`config.mk`:
```
export PLATFORM = sky130hd
export DESIGN_NAME = int_to_float_multicycle
export DESIGN_NICKNAME = d
export VERILOG_FILES = /design/src/rtl/int_to_float_multicycle.sv
export SDC_FILE = /design/constraint.sdc
export NUM_CORES = 1
export LEC_CHECK = 0
export CORE_MARGIN = 4
export CORE_UTILIZATION = 35
export DETAILED_ROUTE_END_ITERATION = 8
export GPL_TIMING_DRIVEN = 0
export PLACE_DENSITY_LB_ADDON = 0.3
export SKIP_CTS_REPAIR_TIMING = 1
export SYNTH_ARGS = -nofsm -noshare
export SYNTH_HDL_FRONTEND = slang
export SYNTH_SLANG_ARGS = --single-unit
```
`constraint.sdc`:
```
create_clock -name clk -period 9.8 [get_ports clk]
set_clock_uncertainty 0.15 [all_clocks]
set_input_delay 0.98 -clock clk [delete_from_list [all_inputs] [get_ports clk]]
set_output_delay 0.98 -clock clk [all_outputs]
set_load 0.02 [all_outputs]
```
`src/rtl/int_to_float_multicycle.sv`:
```
// int_to_float_multicycle: 32-bit signed integer to IEEE-754 binary32 converter.
// Normalises one bit per cycle, then rounds to nearest even. Strobe/ack
// handshakes on both sides; only one operand is in flight at a time.
module int_to_float_multicycle (
  input  logic        clk,
  input  logic        rst,
  input  logic [31:0] input_a,
  input  logic        input_a_stb,
  output logic        input_a_ack,
  output logic [31:0] output_z,
  output logic        output_z_stb,
  input  logic        output_z_ack
);

  typedef enum logic [2:0] {
    GET_A,
    CONVERT,
    NORMALISE,
    ROUND,
    PACK,
    PUT_Z
  } state_t;

  state_t      state;
  logic [31:0] a;
  logic [31:0] value;
  logic [7:0]  exp;
  logic        sign;
  logic [22:0] frac;

  logic guard;
  logic round_bit;
  logic sticky;
  logic inc;
  logic carry;

  // Rounding decision from the normalised magnitude (value[31] is the hidden one).
  // The rounded fraction is formed from value[30:8] only: when all those bits are
  // one and we increment, the fraction wraps to zero, which is exactly the
  // 24'h800000 renormalised mantissa, so only the exponent needs the carry.
  always_comb begin
    guard     = value[7];
    round_bit = value[6];
    sticky    = |value[5:0];
    inc       = guard & (round_bit | sticky | value[8]);
    carry     = inc & (&value[30:8]);
  end

  // Conversion FSM with registered handshake outputs.
  always_ff @(posedge clk or posedge rst) begin
    if (rst) begin
      state        <= GET_A;
      input_a_ack  <= 1'b0;
      output_z_stb <= 1'b0;
      output_z     <= '0;
      a            <= '0;
      value        <= '0;
      exp          <= '0;
      sign         <= 1'b0;
      frac         <= '0;
    end else begin
      case (state)
        GET_A: begin
          if (input_a_ack && input_a_stb) begin
            a           <= input_a;
            input_a_ack <= 1'b0;
            state       <= CONVERT;
          end else begin
            input_a_ack <= 1'b1;
          end
        end

        CONVERT: begin
          if (a == '0) begin
            output_z     <= '0;
            output_z_stb <= 1'b1;
            state        <= PUT_Z;
          end else begin
            sign  <= a[31];
            value <= a[31] ? -a : a;
            exp   <= 8'd31;
            state <= NORMALISE;
          end
        end

        NORMALISE: begin
          if (!value[31]) begin
            value <= value << 1;
            exp   <= exp - 8'd1;
          end else begin
            state <= ROUND;
          end
        end

        ROUND: begin
          frac  <= value[30:8] + {22'd0, inc};
          exp   <= exp + {7'd0, carry};
          state <= PACK;
        end

        PACK: begin
          output_z     <= {sign, exp + 8'd127, frac};
          output_z_stb <= 1'b1;
          state        <= PUT_Z;
        end

        PUT_Z: begin
          if (output_z_stb && output_z_ack) begin
            output_z_stb <= 1'b0;
            state        <= GET_A;
          end
        end

        default: state <= GET_A;
      endcase
    end
  end

endmodule

```
### Word-level counts from Yosys, hierarchy flattened

Index checks and enable logic that the tools add are counted.

| word-level totals | value |
|---|---|
| bits in registers | 133 |
| input bits | 36 |
| output and inout port bits | 34 |
| word-level logic and storage cells | 67 |

| cells by class | value |
|---|---|
| add/sub/neg operators | 5 |
| eq/ne operators | 11 |
| mux-type cells | 18 |
| bitwise logic cells | 5 |
| reductions and logical operators | 18 |

Operator list:

| cell | count |
|---|---|
| $mux W32 | 4 |
| $pmux W32 S2 | 2 |
| $logic_not A32 Y1 | 1 |
| $neg A32 Y32 | 1 |
| $pmux W8 S3 | 1 |
| $add A23 B1 Y23 | 1 |
| $reduce_and A23 Y1 | 1 |
| $pmux W3 S6 | 1 |
| $mux W8 | 2 |
| $mux W3 | 4 |
| $ne A2 B2 Y1 const B | 6 |
| $reduce_and A3 Y1 | 4 |
| $add A8 B1 Y8 | 1 |
| $add A8 B7 Y8 const B | 1 |
| $reduce_and A2 Y1 | 4 |
| $sub A8 B1 Y8 const B | 1 |
| $eq A3 B2 Y1 const B | 2 |
| $eq A3 B3 Y1 const B | 2 |
| $reduce_bool A3 Y1 | 2 |
| $reduce_or A6 Y1 | 1 |
| $reduce_bool A2 Y1 | 2 |
| $eq A3 B1 Y1 const B | 1 |
| $logic_not A3 Y1 | 1 |
| $mux W1 | 3 |
| 5 further kinds | 8 |

### Logic depth before layout (Yosys ltp)

Gate-level depths: netlist (run 1).

| depth | value |
|---|---|
| depth in word-level cells | 7 |
| gate-level depth with buffers | 12 |
| gate-level depth less buffers | 11 |

### Worst setup path before layout (run 1)

OpenSTA, ideal clock, no wires.

| path | value |
|---|---|
| kind | reg-to-reg |
| start | reg state[1] |
| end | reg exp[7] |
| setup time | 121 ps |
| arrival time | 2681 ps |
| path slack | 6848 ps |
| cell stages (with the launch flop) | 12 |
| buffers on the path | 2 |
| cells stage by stage | dfrtp_1 > nor2b_1 > nand2_1 > clkbuf_1 > clkbuf_1 > ha_1 > a21oi_1 > o211ai_1 > o41ai_1 > xnor2_1 > o21ai_0 > a22o_1 |

| on the way | value |
|---|---|
| longest elaborated chain between the ends | 3 |
| elaborated cells on any way between the ends | 8 |
| those cells by class | 5 x eq/ne; 1 x mux; 2 x reduce/logical |

RTL lines:

| element | RTL line | source |
|---|---|---|
| start, declared | 24 | `state_t state;` |
| start signal, assigned | 52 | `state <= GET_A;` |
| start signal, assigned | 67 | `state <= CONVERT;` |
| start signal, assigned | 77 | `state <= PUT_Z;` |
| $eq A3 B1 Y1 or $eq A3 B2 Y1 (tied branches) | 62 | `case (state)` |
| $ne A2 B2 Y1 (no line) or $reduce_bool A3 Y1 (tied branches) | -- |  |
| $reduce_and A3 Y1 (no line) | -- |  |
| end signal, assigned | 89 | `exp <= exp - 8'd1;` |
| end signal, assigned | 97 | `exp <= exp + {7'd0, carry};` |
| end, declared | 27 | `logic [7:0] exp;` |

Parallel ways exist; a longest one is shown, timed or not.
A chain may end at the register's enable or synchronous reset.

### Final worst setup path (run 1)

| path | value |
|---|---|
| start | reg state[2] |
| end | reg exp[7] |

Same word-level chain as after synthesis.

==> metrics.md, run 1 <==
| Metric | Value |
|---|---|
| Fin. max-slew vios | `0` |
| Port Buffers | `69` |
| Crit-path cells | `nor2b_1, nand2_1, clkbuf_1, clkbuf_1, ha_1, a21oi_1, o211ai_1, o41ai_1, xnor2_1, o21ai_0, a22o_1` |
| CP Data Arrival Time | `3.76 ns` |
| Synthesized net count | `695` |
| Fmax | `278 MHz` |
| Top cell type's share of synthesized area | `50.2%` |
| Synth warn | `0` |
| Max-cap violations | `0` |
| Cell mode on critical path | `clkbuf_1` |
| Commonest cells in the netlist | `dfrtp_1, nand2_1, o21ai_0` |
| Reg clk slew, reported paths | `0.06 ns` |
| EDFF count, synth | `0` |
| Total gr overflow | `0` |
| Worst hold path type | `flop to flop` |
| CP peak stage delay | `0.43 ns` |
| RSZ-0062 raised after global routing | `no` |
| CP Buf/Inv Count | `2` |
| Total Routing Usage GR | `15.0%` |
| Global-route wire length before repair | `25.8 mm` |
| Main synth FF type | `dfrtp_1` |
| Post-synth ARST share | `100%` |
| Power share of the clock group | `22.8%` |
| Worst Reg-to-Reg Cells | `11` |
| Pre-CTS setup slack | `6.17 ns` |
| Post-DR wirelength/cell | `15.7 µm` |
| RR Startpoint | `state[2]` |
| Vias per inst | `5.06` |
| Power share of the sequential group | `35.1%` |
| Core Box Area | `18,600 µm²` |
| Vias in the first global route | `4,902` |
| Clock Tree Buf Depth | `2` |
| Initial antenna violation count | `0` |
| Final Hold Viols | `0` |
| Crit path capture | `exp[7]` |
| Area grow syn2layout | `24.9%` |
| Sequential area share after synthesis | `50.2%` |
| Synthesized area | `6630 µm²` |
| Root Driver | `clkbuf_16` |
| Nets@finish | `784` |
| Post-synthesis cell type count | `51` |
| Status | `complete, no violations` |
| Total power | `3.04 mW` |
| Sequential Area | `3330 µm²` |
| Worst Max-Slew Pin Slew | `0.813 ns` |
| Share of cells above drive strength 1 | `10.7%` |
| Die area | `21,200 µm²` |
| Skew-Pair Late Insertion Delay | `0.42 ns` |
| Sw Share | `38.7%` |
| Multi-input logic area | `3080 µm²` |
| Pwr per Cell Area | `367 nW/µm²` |
| CP max-delay cell | `dfrtp_1` |
| Instance count on the critical path | `11` |
| Total CTS buffers | `17` |
| Peak VDD IR | `0.168 mV` |
| CP Class | `flop to flop` |
| Syn avg cell area | `10.2 µm²` |
| Cells after Synth | `648` |
| Starting Density | `35.6%` |
| Io pins | `70` |
| Remaining DRCs | `0` |
| TNS Setup | `0 ns` |
| Pre-Repair DR Iteration Count | `5` |
| Largest cells by area after synthesis | `dfrtp_1, mux2_2, xnor2_1, a22o_1, o21ai_0` |
| Vias | `4,978` |
| 1st-iter DRT viols | `221` |
| Antenna Cells | `0` |
| WP data required | `9.96 ns` |
| R2R Setup Slk | `6.20 ns` |
| CTS H-tree depth | `4` |
| Die H | `146 µm` |
| Hold Startpoint | `frac[11]` |
| Psw | `1.18 mW` |
| Flops & latches, synth | `133` |
| Pin count of the biggest net entering global routing | `72` |
| GPL Wtd Cong | `0.797` |
| RR Endpoint | `exp[7]` |
| Final wirelength | `15.4 mm` |
| CP Capture Type | `flop` |
| Fin crit period | `3.60 ns` |
| Most frequent cell after synthesis | `dfrtp_1` |
| Die Width | `146 µm` |
| Startpoint Class | `flop` |
| Setup WS post-layout | `6.20 ns` |
| Routed Antenna Nets | `0` |
| Internal power | `1.86 mW` |
| Cell Rows | `50` |
| Post-DP HPWL | `11.5 mm` |
| Slew HR | `45.8%` |
| Final period utilization | `36.7%` |
| Worst Setup SP | `state[2]` |
| Worst path top cell family by delay | `compound AO/OA/AOI/OAI gates` |
| # clock sinks | `133` |
| Fill cells | `1,790` |
| Yosys top cell by area | `dfrtp_1` |
| Combinational power share | `42.1%` |
| Final setup viols | `0` |
| Leak | `3.42 nW` |
| TritonCTS clock tree | `done` |
| Worst-path fanout max | `16` |
[layout by cell type, fill, tap and decap left out, types with 4 or more instances in the layout]
master	n
xor2_1	26
dfrtp_1	133
nand2_1	70
a21oi_1	21
nand3_1	10
nor3_1	11
clkbuf_16	17
a31oi_1	6
nand4_1	9
a221o_1	9
clkdlybuf4s50_1	69
clkbuf_1	28
ha_1	10
nor4_1	8
a22o_1	33
o21ai_1	4
inv_1	14
nand2b_1	5
o41ai_1	9
clkinv_4	4
mux2_2	31
and3_1	5
o31ai_1	9
o21ai_0	54
a22oi_1	9
nor2_1	52
buf_2	10
bufinv_16	5
xnor2_1	35
[power groups by stage]
stage / logic [mW] / registers (mW) / clock network (mW)
2_1_floorplan: 0.870 / 1.07 / 0
3_3_place_gp: 1.26 / 1.07 / 0
3_5_place_dp: 1.29 / 1.07 / 0
4_1_cts: 1.29 / 1.07 / 0.706
5_1_grt: 1.43 / 1.11 / 0.731
6_report: 1.28 / 1.07 / 0.693
[final cells by class]
cell class                 count  share of cell area (%)
clock buffer                  19                    5.23
timing repair buffer          70                    8.67
clock inverter                12                    2.48
inverter                      15                   0.740
multi-input combinational    462                    37.2
sequential                   133                    40.2
tap                          234                    3.53
buffer                        38                    1.96
[state kept, by name (all words and copies together), names as in the netlist, 3 cells and up]
register,cells
frac,23
value,32
exp,8
a,32
state,3
output_z,32
[worst min path at each step]
stage	to	slack (ns)	cells after the start
2_1_floorplan	sign	0.30	2
4_1_cts	frac[11]	0.34	2
5_1_grt	frac[10]	0.34	2
3_5_place_dp	frac[11]	0.32	2
6_report	frac[11]	0.33	2
3_3_place_gp	frac[14]	0.31	2
[kinds of logic after synthesis]
family / share of synthesized area (%)
multiplexers: 5.72
XOR/XNOR: 8.06
buffers and inverters: 3.30
adder cells (fa/ha/maj): 2.19
AND/OR/NAND/NOR: 13.0
flip-flops: 50.2
AO/OA/AOI/OAI: 17.5
[worst min-delay path: cells and delay by family (launching register included)]
family / cells / cell delay [ns]
AOI/OAI and AO/OA: 1 / 0.06
DFF: 1 / 0.34
and+or+nand+nor: 1 / 0.04
[routing by layer]
layer / vias to the layer above / wire, µm / global-route usage [%] / part of all wire (%)
li1: 2530 / - / - / -
met5: - / 0 / 0 / 0
met4: 0 / 214 / 5.08 / 1.4
met2: 97 / 6690 / 22.4 / 43
met1: 2334 / 7920 / 21.3 / 51
met3: 17 / 616 / 3.71 / 4.0
[per-stage QoR]
step                util (%)  instances  area, µm²  hold slack (ns)
global placement        40.8        951       7610            0.314
global route            44.4        983       8290            0.344
floorplan                  -        648       6630            0.297
finish                  44.4        983       8290            0.328
CTS                     44.4        983       8290            0.337
detailed placement      41.0        952       7650            0.324
Power figures use the tool's default switching activity.
==> inputs of run 2 (changes only) <==
- clock period: 9.8 -> 3.45 ns (I/O delays scaled with it)
==> run 2 against run 1 <==
Routed wire length shrank 0.67%; flip-flop and latch count unchanged; design area about the same; largest cell class unchanged; largest power group unchanged.
==> metrics.md, run 2 (same netlist as run 1, synthesis figures left out) <==
| Metric | Value |
|---|---|
| Global-route wire length before repair | `25.0 mm (-2.9%)` |
| Met2 usage | `21.6% (-0.75 points)` |
| RSZ-0062 raised after global routing | `no` |
| Antenna Cells | `0 (unchanged)` |
| Reg clk slew, reported paths | `0.06 ns (about the same)` |
| Setup WS post-layout | `0.265 ns (-5.93 ns)` |
| Area grow syn2layout | `25.1% (about the same)` |
| Fmax | `314 MHz (+13%)` |
| CP Data Arrival Time | `3.35 ns (-0.41 ns)` |
| Status | `complete, no violations` |
| Share of cells above drive strength 1 | `11.6% (+0.89 points)` |
| Peak VDD IR | `0.437 mV (+160%)` |
| Pre-CTS setup slack | `-0.231 ns (-6.40 ns)` |
| Pin count of the biggest net entering global routing | `44 (-39%)` |
| Post-DR wirelength/cell | `15.6 µm (-0.97%)` |
| Commonest cells after routing, fill and taps aside | `dfrtp_1, nand2_1, clkdlybuf4s50_1` |
| Final core occ | `44.5% (about the same)` |
| Post-DP Area | `7680 µm² (+0.41%)` |
| Met3 Track Usage GR | `3.24% (-0.47 points)` |
| Fin crit period | `3.18 ns (-0.416 ns)` |
| WP data required | `3.61 ns (-6.35 ns)` |
| Die Width | `146 µm (unchanged)` |
| Remaining DRCs | `0 (unchanged)` |
| Vias in the first global route | `4,733 (-3.4%)` |
| Final wirelength | `15.3 mm (-0.67%)` |
| Worst Max-Slew Pin Slew | `0.784 ns (-0.0292 ns)` |
| CP Capture Type | `flop` |
| Worst hold path type | `primary input to async pin` |
| Vias | `5,026 (+0.96%)` |
| Most common cell after layout, fill and taps aside | `dfrtp_1` |
| Total gr overflow | `0 (unchanged)` |
| Worst-path fanout max | `16 (unchanged)` |
| Cell Rows | `50 (unchanged)` |
| Die area | `21,200 µm² (unchanged)` |
| Port Buffers | `69 (unchanged)` |
| Pwr per Cell Area | `1030 nW/µm² (+180%)` |
| Core Box Area | `18,600 µm² (unchanged)` |
| Pre-Repair DR Iteration Count | `4 (-1)` |
| R2R Setup Slk | `0.27 ns (-5.93 ns)` |
| GRT Max-Usage Layer | `met2` |
| Skew-Pair Late Insertion Delay | `0.42 ns (about the same)` |
| 1st-iter DRT viols | `221 (unchanged)` |
| Hold_ws | `0.259 ns (-0.0688 ns)` |
| Nets@finish | `786 (+0.26%)` |
| GR Layer Usage met1 | `21.2% (-0.078 points)` |
| Initial antenna violation count | `0 (unchanged)` |
| Root Driver | `clkbuf_16` |
| Final period utilization | `92.3% (+56 points)` |
| Final Hold Viols | `0 (unchanged)` |
| Max-cap violations | `0 (unchanged)` |
| # clock sinks | `133 (unchanged)` |
| RR Endpoint | `exp[7]` |
| Cell area after layout | `8290 µm² (about the same)` |
| TritonCTS clock tree | `done` |
| Vias per inst | `5.10 (+0.66%)` |
| Post-DP HPWL | `11.7 mm (+1.7%)` |
| CP Class | `flop to flop` |
| Io pins | `70 (unchanged)` |
| Clock Tree Buf Depth | `2 (unchanged)` |
| Die H | `146 µm (unchanged)` |
| Startpoint Class | `flop` |
| Slew HR | `47.6% (+1.8 points)` |
| Worst Reg-to-Reg Cells | `11 (unchanged)` |
| Fin. max-slew vios | `0 (unchanged)` |
| CTS H-tree depth | `4 (unchanged)` |
| Largest regs | `a x32, output_z x32, value x32` |
| Starting Density | `35.6% (unchanged)` |
| GPL Wtd Cong | `0.772 (-3.1%)` |
| RR Startpoint | `state[2]` |
| Leak | `3.43 nW (+0.37%)` |
| Routed Antenna Nets | `0 (unchanged)` |
| Total CTS buffers | `17 (unchanged)` |
| Final setup viols | `0 (unchanged)` |
| Total Routing Usage GR | `14.6% (-0.37 points)` |
==> run 2: cell types whose count changed in the layout (fill, tap and decap cells not counted), moves of 2 or more <==
cell / previous run / this run
clkbuf_1: 28 / 26
clkinv_2: 1 / 5
bufinv_16: 5 / 3
buf_12: 0 / 3
==> run 2: per-layer routing <==
layer,vias up,wire length [µm]
met5,-,0
met4,0,206
met3,17,618
met2,110,6720
met1,2377,7800
li1,2522,-
==> run 2: cell type report <==
cell class                      instances  area (µm²)
Buffer                                 38         166
Clock buffer                           19         443
Clock inverter                         13         158
Fill cell                            1774       10300
Inverter                               15        60.1
Multi-Input combinational cell        462        3090
Sequential cell                       133        3330
Tap cell                              234         293
Timing Repair Buffer                   72         751
==> run 2: power by group <==
part | switching (mW) | total, mW | internal, mW | leakage (nW)
clock network | 0.691 | 1.84 | 1.15 | 0.296
logic | 1.93 | 3.66 | 1.72 | 1.51
registers | 0.732 | 3.03 | 2.30 | 1.62
total | 3.36 | 8.53 | 5.18 | 3.43
==> run 2: worst max-delay path by stage <==
stage	startpoint	end	slack, ns	cells past startpoint
floorplan	state[1]	exp[7]	0.50	11
global placement	state[2]	exp[7]	-0.22	11
detailed placement	state[2]	exp[7]	-0.23	11
CTS	state[2]	exp[7]	-0.26	11
global route	state[2]	exp[6]	0.03	11
finish	state[2]	exp[7]	0.27	11
==> run 2: worst max-delay path: stages (launching register included) <==
cell,delay (ns)
dfrtp_1,0.44
nor2b_2,0.29
nand2_1,0.20
clkbuf_1,0.26
clkbuf_4,0.29
ha_1,0.30
a21oi_1,0.17
o211ai_1,0.18
o41ai_2,0.28
xnor2_1,0.19
o21ai_0,0.11
a22o_1,0.20
==> run 2: per-stage QoR <==
| stage | total power, mW | setup TNS (ns) | std cells |
|---|---|---|---|
| 6_report | 8.53 | 0 | 986 |
| 5_1_grt | 9.15 | 0 | 986 |
| 4_1_cts | 8.57 | -0.269 | 986 |
| 3_5_place_dp | 6.70 | -0.231 | 954 |
| 3_3_place_gp | 6.62 | -0.219 | 951 |
| 2_1_floorplan | 5.51 | 0 | 648 |
==> inputs of run 3 (changes only) <==
- HOLD_SLACK_MARGIN: default -> 0.15
==> results of run 3 <==
Final layout, timing and power as in run 2 (identical DEF).
